===== src/rtl/seven_seg_capture.sv =====
// seven_seg_capture: receive-side decoder for a multiplexed 4-digit
// seven-segment bus. Samples the active-low anode/segment lines, waits for
// STABLE_CYCLES identical samples, decodes the glyph back to a hex value and
// stores it against the digit whose anode is low. Reports completed frames
// and illegal glyphs.
//
// Parameters:
//   STABLE_CYCLES  identical samples required before acceptance (>= 2)
//   CNT_W          stability counter width (must hold STABLE_CYCLES)
// Ports:
//   clock, reset        rising-edge clock, synchronous active-high reset
//   a..g, dp            segment lines / decimal point, active-low
//   an[3:0]             digit enables, active-low, an[i] selects digit i
//   out0..out3          last accepted value per digit
//   valid[3:0]          digit accepted at least once since reset
//   dp_out[3:0]         captured decimal point per digit, 1 = lit
//   frame_done          pulse once all four digits accepted since last pulse
//   seg_err             pulse when a stable pattern is not a legal glyph
// Build option:
//   SEVEN_SEG_CAPTURE_DP_EN  capture dp and include it in the stability
//                            compare; otherwise dp is ignored and dp_out = 0.
module seven_seg_capture #(
  parameter int unsigned STABLE_CYCLES = 4,
  parameter int unsigned CNT_W         = 8
) (
  input  logic       clock,
  input  logic       reset,
  input  logic       a,
  input  logic       b,
  input  logic       c,
  input  logic       d,
  input  logic       e,
  input  logic       f,
  input  logic       g,
  input  logic       dp,
  input  logic [3:0] an,
  output logic [3:0] out0,
  output logic [3:0] out1,
  output logic [3:0] out2,
  output logic [3:0] out3,
  output logic [3:0] valid,
  output logic [3:0] dp_out,
  output logic       frame_done,
  output logic       seg_err
);

  // Current (s_*) and previous (p_*) samples; segments kept active-low.
  logic [3:0]       s_an, p_an;
  logic [6:0]       s_seg, p_seg;
  logic [CNT_W-1:0] cnt;
  logic [3:0]       seen;
  logic             pend;
  logic [3:0]       outs [4];

  logic             same, commit, onehot, legal, blank;
  logic [1:0]       idx;
  logic [3:0]       sel;
  logic [6:0]       glyph;
  logic [3:0]       val;

`ifdef SEVEN_SEG_CAPTURE_DP_EN
  logic             s_dp, p_dp;
  logic [3:0]       dp_r;
  assign same   = (s_an == p_an) && (s_seg == p_seg) && (s_dp == p_dp);
  assign dp_out = dp_r;
`else
  logic             dp_unused;
  assign dp_unused = dp;
  assign same      = (s_an == p_an) && (s_seg == p_seg);
  assign dp_out    = '0;
`endif

  // Commit only on the step into saturation so a held pattern fires once.
  assign commit = same && (cnt == CNT_W'(STABLE_CYCLES - 1));
  assign glyph  = ~s_seg;
  assign blank  = (glyph == '0);
  assign sel    = ~s_an;

  always_comb begin
    onehot = 1'b1;
    idx    = 2'd0;
    case (s_an)
      4'b1110: idx = 2'd0;
      4'b1101: idx = 2'd1;
      4'b1011: idx = 2'd2;
      4'b0111: idx = 2'd3;
      default: onehot = 1'b0;
    endcase
  end

  always_comb begin
    legal = 1'b1;
    val   = '0;
    case (glyph)
      7'h3F: val = 4'h0;
      7'h06: val = 4'h1;
      7'h5B: val = 4'h2;
      7'h4F: val = 4'h3;
      7'h66: val = 4'h4;
      7'h6D: val = 4'h5;
      7'h7D: val = 4'h6;
      7'h07: val = 4'h7;
      7'h7F: val = 4'h8;
      7'h6F: val = 4'h9;
      7'h77: val = 4'hA;
      7'h7C: val = 4'hB;
      7'h39: val = 4'hC;
      7'h5E: val = 4'hD;
      7'h79: val = 4'hE;
      7'h71: val = 4'hF;
      default: legal = 1'b0;
    endcase
  end

  always_ff @(posedge clock) begin
    if (reset) begin
      s_an       <= '1;
      p_an       <= '1;
      s_seg      <= '1;
      p_seg      <= '1;
      cnt        <= '0;
      seen       <= '0;
      pend       <= 1'b0;
      valid      <= '0;
      frame_done <= 1'b0;
      seg_err    <= 1'b0;
      for (int unsigned i = 0; i < 4; i++) outs[i] <= '0;
`ifdef SEVEN_SEG_CAPTURE_DP_EN
      s_dp       <= 1'b1;
      p_dp       <= 1'b1;
      dp_r       <= '0;
`endif
    end else begin
      s_an  <= an;
      s_seg <= {g, f, e, d, c, b, a};
      p_an  <= s_an;
      p_seg <= s_seg;
`ifdef SEVEN_SEG_CAPTURE_DP_EN
      s_dp  <= dp;
      p_dp  <= s_dp;
`endif
      if (same) begin
        if (cnt < CNT_W'(STABLE_CYCLES)) cnt <= cnt + CNT_W'(1);
      end else begin
        cnt <= CNT_W'(1);
      end

      seg_err    <= 1'b0;
      frame_done <= pend;
      pend       <= 1'b0;

      // Anodes that are not one-hot are ignored silently; blank is a no-op.
      if (commit && onehot && !blank) begin
        if (legal) begin
          outs[idx]  <= val;
          valid[idx] <= 1'b1;
`ifdef SEVEN_SEG_CAPTURE_DP_EN
          dp_r[idx]  <= ~s_dp;
`endif
          if ((seen | sel) == 4'b1111) begin
            seen <= '0;
            pend <= 1'b1;
          end else begin
            seen <= seen | sel;
          end
        end else begin
          seg_err <= 1'b1;
        end
      end
    end
  end

  assign out0 = outs[0];
  assign out1 = outs[1];
  assign out2 = outs[2];
  assign out3 = outs[3];

endmodule


===== config.mk =====
export PLATFORM = sky130hd
export DESIGN_NAME = seven_seg_capture
export DESIGN_NICKNAME = d
export VERILOG_FILES = /design/src/rtl/seven_seg_capture.sv
export SDC_FILE = /design/constraint.sdc
export NUM_CORES = 1
export LEC_CHECK = 0
export ABC_AREA = 1
export CAP_MARGIN = 20
export CORE_UTILIZATION = 53
export DETAILED_ROUTE_END_ITERATION = 16
export PLACE_DENSITY = 0.89
export SYNTH_ARGS = -nofsm -noshare
export SYNTH_HDL_FRONTEND = slang
export SYNTH_SLANG_ARGS = --single-unit

===== constraint.sdc =====
create_clock -name clock -period 1.94 [get_ports clock]
set_input_delay 0.388 -clock clock [delete_from_list [all_inputs] [get_ports clock]]
set_output_delay 0.388 -clock clock [all_outputs]
set_load 0.01 [all_outputs]

==> results.md, run 1 <==
- The flow ran to the end, but the final reports show violations.
- The final reports fail on DRC.
- Dividing the final minimum period by the clock period gives 92.5%.
- The met2 usage is 38.0%.
- The leakage power is 1.55 nW.
- The overall die area is 5040 sq um.
- The number of antenna diodes in the final layout is 0.
- The worst hold slack is 0.416 ns.
- The source of the worst register-to-register timing path is s_seg[5].
- From synthesis to final layout, the design area changed by 29.8%.
- The initial utilization of the core area, before any placement, comes to 56.4%.
- The max-cap violation count is 0.
- The total clock buffers created by CTS is 9.
- The detailed-placement wirelength estimate is 3790 microns.
- The number of warning messages in the yosys log is 0.
- Headroom to the max-slew limit came out at 50.9%.
- The hold violation count in the final report was 0.
- The net count reported at finish is 385.
- The met3 track demand over resource in global routing is 6.84%.
- The cell count of the worst reg-to-reg path is 11.
- In the final layout, the multi-input gates occupy 1070 sq um.
- Setup violations remaining at the end of the flow were counted as 0.
- The final count of pins violating max slew is 0.
- The share of the core filled with cells is 73.2%.
- In this run the most critical hold path is launched from pend.
- In the routed design, unresolved DRC markers number 6.
- For the pin with the worst max-slew slack, the measured transition is 0.730 ns.
- The hold path endpoint is frame_done.
- The setup clock skew after layout is 0.0101 ns.
- The worst-case vdd ir drop is 0.666 mV.
- The CTS tree is done.
- Hold repair after CTS inserted 0 buffers.
- The CTS root buffer is sky130_fd_sc_hd__clkbuf_8.
- The register-to-register path setup slack is 0.14 ns.
- The area share of the leading cell type in the synthesized netlist is 32.5%.
- In this run the power density over the cells is 815 nW/um^2.
- For this run, the register share of the synthesized area comes to 51.6%.
- The floorplan step defined a core boundary enclosing 4470 sq um.
- The vertical die dimension is 71.0 microns.
- The worst hold-check path type is register to register.
- Wires add up to 5010 microns.
- The die is 71.0 microns wide.
- The post-detailed-route count of antenna-violating nets is 0.
- The most area-hungry cell type in the Yosys netlist is sky130_fd_sc_hd__dfxtp_1.
- The final-layout fill cell count is 357.
- The endpoint identified for the worst register-to-register timing path is outs[0][0].
- For the worst-skew pair, the clock arrives at the later sink with an insertion delay of 0.34 ns.
- The most common cell in the synthesized netlist is sky130_fd_sc_hd__nand2_1.
- The cell total after placement is 411.
- The number of antenna violations at the first check in global routing is 0.
- Summed over all failing endpoints, the final setup total negative slack is 0 ns.
- Input and output buffers added on the ports amount to 34.
- Averaged over all synthesized cells, the footprint is 8.03 sq um.
- Sorting the synthesized cells by how often they occur yields 89 x sky130_fd_sc_hd__nand2_1, 57 x sky130_fd_sc_hd__nor2_1, 41 x sky130_fd_sc_hd__dfxtp_1, 26 x sky130_fd_sc_hd__inv_1.
- The cell count after synthesis is 314.
- The netlist area before placement is 2520 sq um.
- The most frequent cell on the critical path is sky130_fd_sc_hd__nand2_1.
- After synthesis the netlist holds a flip-flop and latch count of 57.
- Setup repair after global routing left no endpoint under its margin.
- The share of flip-flops with an asynchronous set or reset is 0%.
- In the global route stage, met1 resource usage came out at 27.0%.
- The critical path goes through inv_2, buf_4, nand2_1, nand2_1, nand2_1, nor2_1, nand4_4, nor2_2, buf_12, nand3b_4, nand2_2.
- Summing internal, switching and leakage power gives 2.67 mW.
- Across the whole layout, storage elements account for 1310 sq um.
- The number of standard cells in the final layout excluding fillers is 427.
- The most used flip-flop cell after synthesis is sky130_fd_sc_hd__dfxtp_1.
- The clock drives 57 sinks.
- The detailed router finished its first iteration with 104 violations.
- The largest incremental delay on the critical path is 0.34 ns.
- The peak clock frequency supported by timing is 557 MHz.
- The count of unique library cells instantiated by Yosys is 30.
- 40 I/O pins were placed.
- The type of the worst setup path is register to register.
- Across every metal layer, demand over resource in global routing totals 22.9%.
- After clock tree synthesis, the clock-pin slew on the worst setup and hold paths is 0.06 ns.
- Yosys attributes the largest share of cell area to sky130_fd_sc_hd__dfxtp_1 33%, sky130_fd_sc_hd__edfxtp_1 19%, sky130_fd_sc_hd__nand2_1 13%, sky130_fd_sc_hd__nor2_1 8.5%, sky130_fd_sc_hd__inv_1 3.9%.
- The fraction of final layout cells sized beyond drive strength 1 is 21.1%.
- The sort of element at the start of the critical path is a register.
- Data on the critical path arrives at its endpoint at 1.84 ns.
- The number of cells on the worst hold path is 2.
- The global routing's busiest layer is met2.
- At the worst endpoint, the required time is 1.98 ns.
- Routability-driven placement finished with a final weighted congestion of 0.846.
- The first-pass GRT wire length is 8740 microns.
- The kind of end point of the critical path is a register.
- Global routing finished with a remaining overflow of 0.
- The H-tree was split into 3 levels.
- After floorplanning, the core was divided into 24 placement rows.
- The via count of the first global-routing pass is 2,014.
- Using the TritonRoute via totals, the vias-per-cell ratio works out to 4.87.
- For the finished layout, the period the worst path requires is 1.80 ns.
- In this run the deepest clock path goes through 2 buffers.
- The first detailed-routing pass ran for 10 iterations.
- Grouping stages by cell kind, the critical path spends the most delay in simple AND/OR/NAND/NOR gates.
- Counting flops with a built-in enable in the synthesized netlist gives 16.
- The critical path's slowest cell is sky130_fd_sc_hd__dfxtp_1.
- Entering global routing, the biggest net connects 24 pins.
- In this run the worst path has a maximum fanout of 11.
- The number of buffers and inverters on the critical path is 3.
- The number of vias in the routed layout is 2,080.
- The routed wirelength normalized by instance count is 11.7 microns.
logic make-up after synthesis:
family          count (synthesis)  share of synthesized area [%]
compound gates                  4                          0.794
xor+xnor                        6                           2.08
fa+ha+maj                       1                          0.496
buf+inv                        45                           8.04
flops                          57                           51.6
other cells                     1                          0.149
simple gates                  200                           36.9
layout make-up:
cell class	count	area share [%]
Clock buffer	12	4.43
Clock inverter	4	2.06
Inverter	35	4.01
Multi-Input combinational cell	215	32.7
Sequential cell	57	39.9
Tap cell	52	1.99
Timing Repair Buffer	52	14.9
worst max path at each step:
| stage | start | end | slack, ns | depth (start not counted) |
|---|---|---|---|---|
| after floorplan | s_seg[6] | outs[1][0] | 0.17 | 8 |
| after global placement | reset | outs[0][0] | 0.06 | 7 |
| after detailed placement | reset | outs[0][1] | 0.02 | 7 |
| after CTS | s_seg[6] | outs[3][1] | 0.02 | 8 |
| after global routing | cnt[0] | outs[0][0] | 0.002 | 10 |
| final | s_seg[5] | outs[0][0] | 0.14 | 11 |
flip-flops by register name, indices dropped and copies added (netlist names):
name,flops
cnt,8
frame_done,1
outs,16
p_an,4
p_seg,7
pend,1
s_an,4
s_seg,7
seen,4
seg_err,1
valid,4
repair_timing:
action                                  4_1_cts  5_1_grt
endpoints found under the setup margin        0       35
setup buffers                                 0        0
resized for setup                             0       17
worst reg2reg max path, stage by stage (launching register included):
cell and delay [ns]:
sky130_fd_sc_hd__dfxtp_1 0.34, sky130_fd_sc_hd__inv_2 0.06, sky130_fd_sc_hd__buf_4 0.11, sky130_fd_sc_hd__nand2_1 0.04, sky130_fd_sc_hd__nand2_1 0.05, sky130_fd_sc_hd__nand2_1 0.05
sky130_fd_sc_hd__nor2_1 0.20, sky130_fd_sc_hd__nand4_4 0.13, sky130_fd_sc_hd__nor2_2 0.15, sky130_fd_sc_hd__buf_12 0.16, sky130_fd_sc_hd__nand3b_4 0.09, sky130_fd_sc_hd__nand2_2 0.12
where the power goes:
part           switching, mW  internal, mW
registers             0.0264          1.25
clock network          0.442         0.750
logic                  0.104        0.0909
total                  0.572          2.09
per-stage QoR:
| stage | setup slack (ns) | instance area [sq um] |
|---|---|---|
| 2_1_floorplan | 0.171 | 2530 |
| 3_3_place_gp | 0.0619 | 3020 |
| 3_5_place_dp | 0.0166 | 3020 |
| 4_1_cts | 0.0172 | 3230 |
| 5_1_grt | 0.00195 | 3270 |
| 6_report | 0.145 | 3270 |
cell usage in the layout (no fill, tap or decap):
cell type	instances
sky130_fd_sc_hd__a21oi_1	2
sky130_fd_sc_hd__and2_1	2
sky130_fd_sc_hd__buf_12	1
sky130_fd_sc_hd__buf_4	17
sky130_fd_sc_hd__bufinv_16	2
sky130_fd_sc_hd__clkbuf_1	2
sky130_fd_sc_hd__clkbuf_8	10
sky130_fd_sc_hd__clkdlybuf4s50_1	34
sky130_fd_sc_hd__clkinv_1	2
sky130_fd_sc_hd__conb_1	4
sky130_fd_sc_hd__dfxtp_1	37
sky130_fd_sc_hd__dfxtp_2	4
sky130_fd_sc_hd__edfxtp_1	16
sky130_fd_sc_hd__ha_1	1
sky130_fd_sc_hd__inv_1	26
sky130_fd_sc_hd__inv_2	9
sky130_fd_sc_hd__nand2_1	85
sky130_fd_sc_hd__nand2_2	7
sky130_fd_sc_hd__nand3_1	16
sky130_fd_sc_hd__nand3_2	1
sky130_fd_sc_hd__nand3_4	3
sky130_fd_sc_hd__nand3b_4	1
sky130_fd_sc_hd__nand4_1	2
sky130_fd_sc_hd__nand4_4	1
sky130_fd_sc_hd__nor2_1	53
sky130_fd_sc_hd__nor2_2	6
sky130_fd_sc_hd__nor2_4	1
sky130_fd_sc_hd__nor3_1	5
sky130_fd_sc_hd__nor3_2	4
sky130_fd_sc_hd__nor3b_1	1
sky130_fd_sc_hd__nor4_1	1
sky130_fd_sc_hd__o21ai_0	1
sky130_fd_sc_hd__o21ai_2	1
sky130_fd_sc_hd__or2_2	11
sky130_fd_sc_hd__xnor2_1	4
sky130_fd_sc_hd__xor2_1	2
routing by layer:
| metal | vias up | routed length, microns |
|---|---|---|
| met3 | 9 | 324 |
| li1 | 1081 | - |
| met1 | 927 | 2100 |
| met2 | 63 | 2490 |
| met4 | 0 | 98 |
| met5 | - | 0 |
Power figures use the tool's default switching activity.
==> run 2: changes to the inputs <==
--- a/config.mk
+++ b/config.mk
@@ -8,6 +8,7 @@
 export ABC_AREA = 1
 export CAP_MARGIN = 20
 export CORE_UTILIZATION = 53
+export CTS_CLUSTER_SIZE = 30
 export DETAILED_ROUTE_END_ITERATION = 16
 export PLACE_DENSITY = 0.89
 export SYNTH_ARGS = -nofsm -noshare
==> results of run 2 <==
No change in the layout: final DEF, timing and power equal those of run 1.
==> run 3: changes to the inputs <==
--- a/config.mk
+++ b/config.mk
@@ -7,6 +7,7 @@
 export LEC_CHECK = 0
 export ABC_AREA = 1
 export CAP_MARGIN = 20
+export CORE_MARGIN = 1.5
 export CORE_UTILIZATION = 53
 export CTS_CLUSTER_SIZE = 30
 export DETAILED_ROUTE_END_ITERATION = 16
==> results.md, run 3 (synthesis gave the netlist of run 1 again) <==
- The fraction of final layout cells sized beyond drive strength 1 is 19.8%.
- The internal portion of the total power is 2.06 mW.
- The final setup slack of the worst path is 0.119 ns.
- The final count of pins violating max slew is 0.
- The part of the total power dissipated in sequential elements is 48.4%.
- For this design the static power due to leakage is 1.54 nW.
- The cell count of the worst reg-to-reg path is 11.
- The clock share of power is 44.2%.
- The completed layout was analyzed and its total power is 2.64 mW.
- The first-pass GRT wire length is 8260 microns.
- Grouping stages by cell kind, the critical path spends the most delay in simple AND/OR/NAND/NOR gates.
- The number of vias in the routed layout is 2,064.
- The number of clock sinks is 57.
- The library cells used most frequently in the layout, excluding fill and tap cells, are 88 x sky130_fd_sc_hd__nand2_1, 53 x sky130_fd_sc_hd__nor2_1, 37 x sky130_fd_sc_hd__dfxtp_1, 34 x sky130_fd_sc_hd__clkdlybuf4s50_1, 26 x sky130_fd_sc_hd__inv_1.
- The final-layout fill cell count is 344.
- Routability-driven placement finished with a final weighted congestion of 0.873.
- The area growth from synthesis to layout is 28.5%.
- The first detailed-routing pass took 4 iterations.
- The slew at the pin closest to its max-slew limit is 0.689 ns.
- The initial utilization of the core area, before any placement, comes to 56.4%.
- The vertical die dimension is 72.0 microns.
- Max-cap violations in this run came to 0.
- The total routing resource utilization after global routing is 21.0%.
- For this design the total switching power over the nets is 583 uW.
- The register bank with the most flops is outs.
- The net count reported at finish is 383.
- The via count of the first global-routing pass is 1,992.
- 40 I/O pins were placed.
- The placeable core region is 4470 sq um.
- In the final routed layout, each cell accounts on average for 11.4 microns.
- During placement, the flow inserted port buffers numbering 34.
- The critical path contains buffers and inverters numbering 3 combined.
- For this run, the slowest stage of the critical path takes 0.34 ns.
- The source of the worst register-to-register timing path is s_seg[5].
- The run finished with clean final reports.
- The area used by multi-input combinational logic is 1050 sq um.
- The total overflow reported by the global router is 0.
- The cell total after placement is 409.
- The DRC violation total after the first TritonRoute iteration is 130.
- The final period demand of the worst path is 1.82 ns.
- The CTS root buffer is sky130_fd_sc_hd__clkbuf_8.
- The switching part of the total is 22.1%.
- After detailed routing, the total wire length is 4860 microns.
- The worst hold-check path type is register to register.
- In this run, CTS created clock tree buffers numbering 9.
- The peak clock frequency supported by timing is 549 MHz.
- The post-detailed-route DRC marker count is 0.
- The die boundary width is 72.0 microns.
- The worst setup path is launched from a register.
- The floorplan step defined a die boundary enclosing 5180 sq um.
- The placement row count is 24.
- The number of hold buffers added after CTS was 0.
- The setup TNS is 0 ns.
- The repair_antennas step left the layout with diodes totalling 0.
- The critical path in this run is classified as register to register.
- The H-tree depth reported by CTS is 3.
- After legalization and detailed placement, the total HPWL measured 3580 microns.
- The worst setup path is captured at a register.
- The clock arrives with 0.00772 ns of skew.
- Timing analysis after detailed placement gives a worst setup slack of 0.0374 ns.
- The worst hold path passes through 2 cells.
- The CTS tree is done.
- The number of standard cells in the final layout excluding fillers is 425.
- The required time reported for the critical path endpoint is 1.96 ns.
- The register with the most flip-flops in the layout has 16 of them.
- In the final layout, the registers with the most flip-flops are outs: 16 flops, cnt: 8 flops.
- The timing startpoint of the critical path is s_seg[5].
- The combinational power share is 7.4%.
- The count of buffers added by post-CTS timing repair for setup is 0.
- The worst-case vdd ir drop is 0.550 mV.
- The most common library cell in the layout ignoring fill and taps is sky130_fd_sc_hd__nand2_1.
- The number of logic stages on the critical path including buffering is 11.
- The area of all sequential standard cells is 1310 sq um.
- Dividing total power by cell area gives a power density of 815 nW/um^2.
- Setup violations remaining at the end of the flow were counted as 0.
- The buffer depth of the longest clock path is 2.
- The most frequent cell on the critical path is sky130_fd_sc_hd__nand2_1.
- Of all nets on the critical path, the largest fanout is 11.
- The post-detailed-route count of antenna-violating nets is 0.
- For the worst-skew pair, the clock arrives at the later sink with an insertion delay of 0.33 ns.
- Using the TritonRoute via totals, the vias-per-cell ratio works out to 4.86.
- The worst pin sits at a relative slew slack of 53.7%.
- Dividing the final minimum period by the clock period gives 93.9%.
- The number of antenna violations at the first check in global routing is 0.
- The hold violation count in the final report is 0.
- The start point of the worst min-delay path is pend.
- The share of the core filled with cells is 72.4%.
- The worst path arrival time is 1.85 ns.
- The largest net degree at the start of global routing is 24.
- The critical path's slowest cell is sky130_fd_sc_hd__dfxtp_1.
- Traced cell by cell, the critical path runs through inv_2, buf_4, nand2_1, nand2_1, nand2_1, nor2_2, nand4_4, nor2_2, buf_12, nand3_4, nand2_1.
- After clock tree synthesis, the clock-pin slew on the worst setup and hold paths is 0.06 ns.
## run 3: cell type report
class	count	share of cell area [%]
flip-flops and latches	57	40.3
clock buffers	10	3.94
multi-input cells	215	32.5
clock inverters	6	2.55
well taps	52	2.01
inverters	35	4.05
repair buffers	50	14.6
## run 3: worst paths after layout
path	to	slack, ns
worst max-delay path	outs[2][2]	0.12
worst min-delay path	frame_done	0.42
worst max register to register	outs[2][2]	0.12
worst min register to register	frame_done	0.42
## run 3: metal layers
layer  global-route usage [%]  up-vias  share of wire [%]
met4                     8.60        0                2.0
met1                     23.3      915                 43
met3                     8.19        9                5.4
met5                        0        -                  0
met2                     36.1       66                 49
li1                         -     1074                  -
## run 3: power by group through the flow
stage / Sequential (mW) / Clock, mW / Combinational (mW)
detailed placement: 1.30 / 0 / 0.188
finish: 1.28 / 1.17 / 0.195
global placement: 1.30 / 0 / 0.181
CTS: 1.28 / 1.19 / 0.189
floorplan: 1.30 / 0 / 0.121
global route: 1.28 / 1.25 / 0.217
## run 3: what timing repair did
action | 4_1_cts | 5_1_grt
endpoints found under the setup margin | 0 | 33
gates resized for setup | 0 | 12
hold endpoints to repair | 0 | 0
## run 3: metrics by stage
step	area [sq um]	hold WS, ns
global placement	3000	0.404
global route	3240	0.455
floorplan	2530	0.388
CTS	3210	0.426
finish	3240	0.422
detailed placement	3000	0.408
## run 3: tightest hold or removal path, stage by stage, from the launching register on
cell and delay [ns]:
sky130_fd_sc_hd__dfxtp_1 0.31, sky130_fd_sc_hd__inv_1 0.04, sky130_fd_sc_hd__nor2_1 0.03
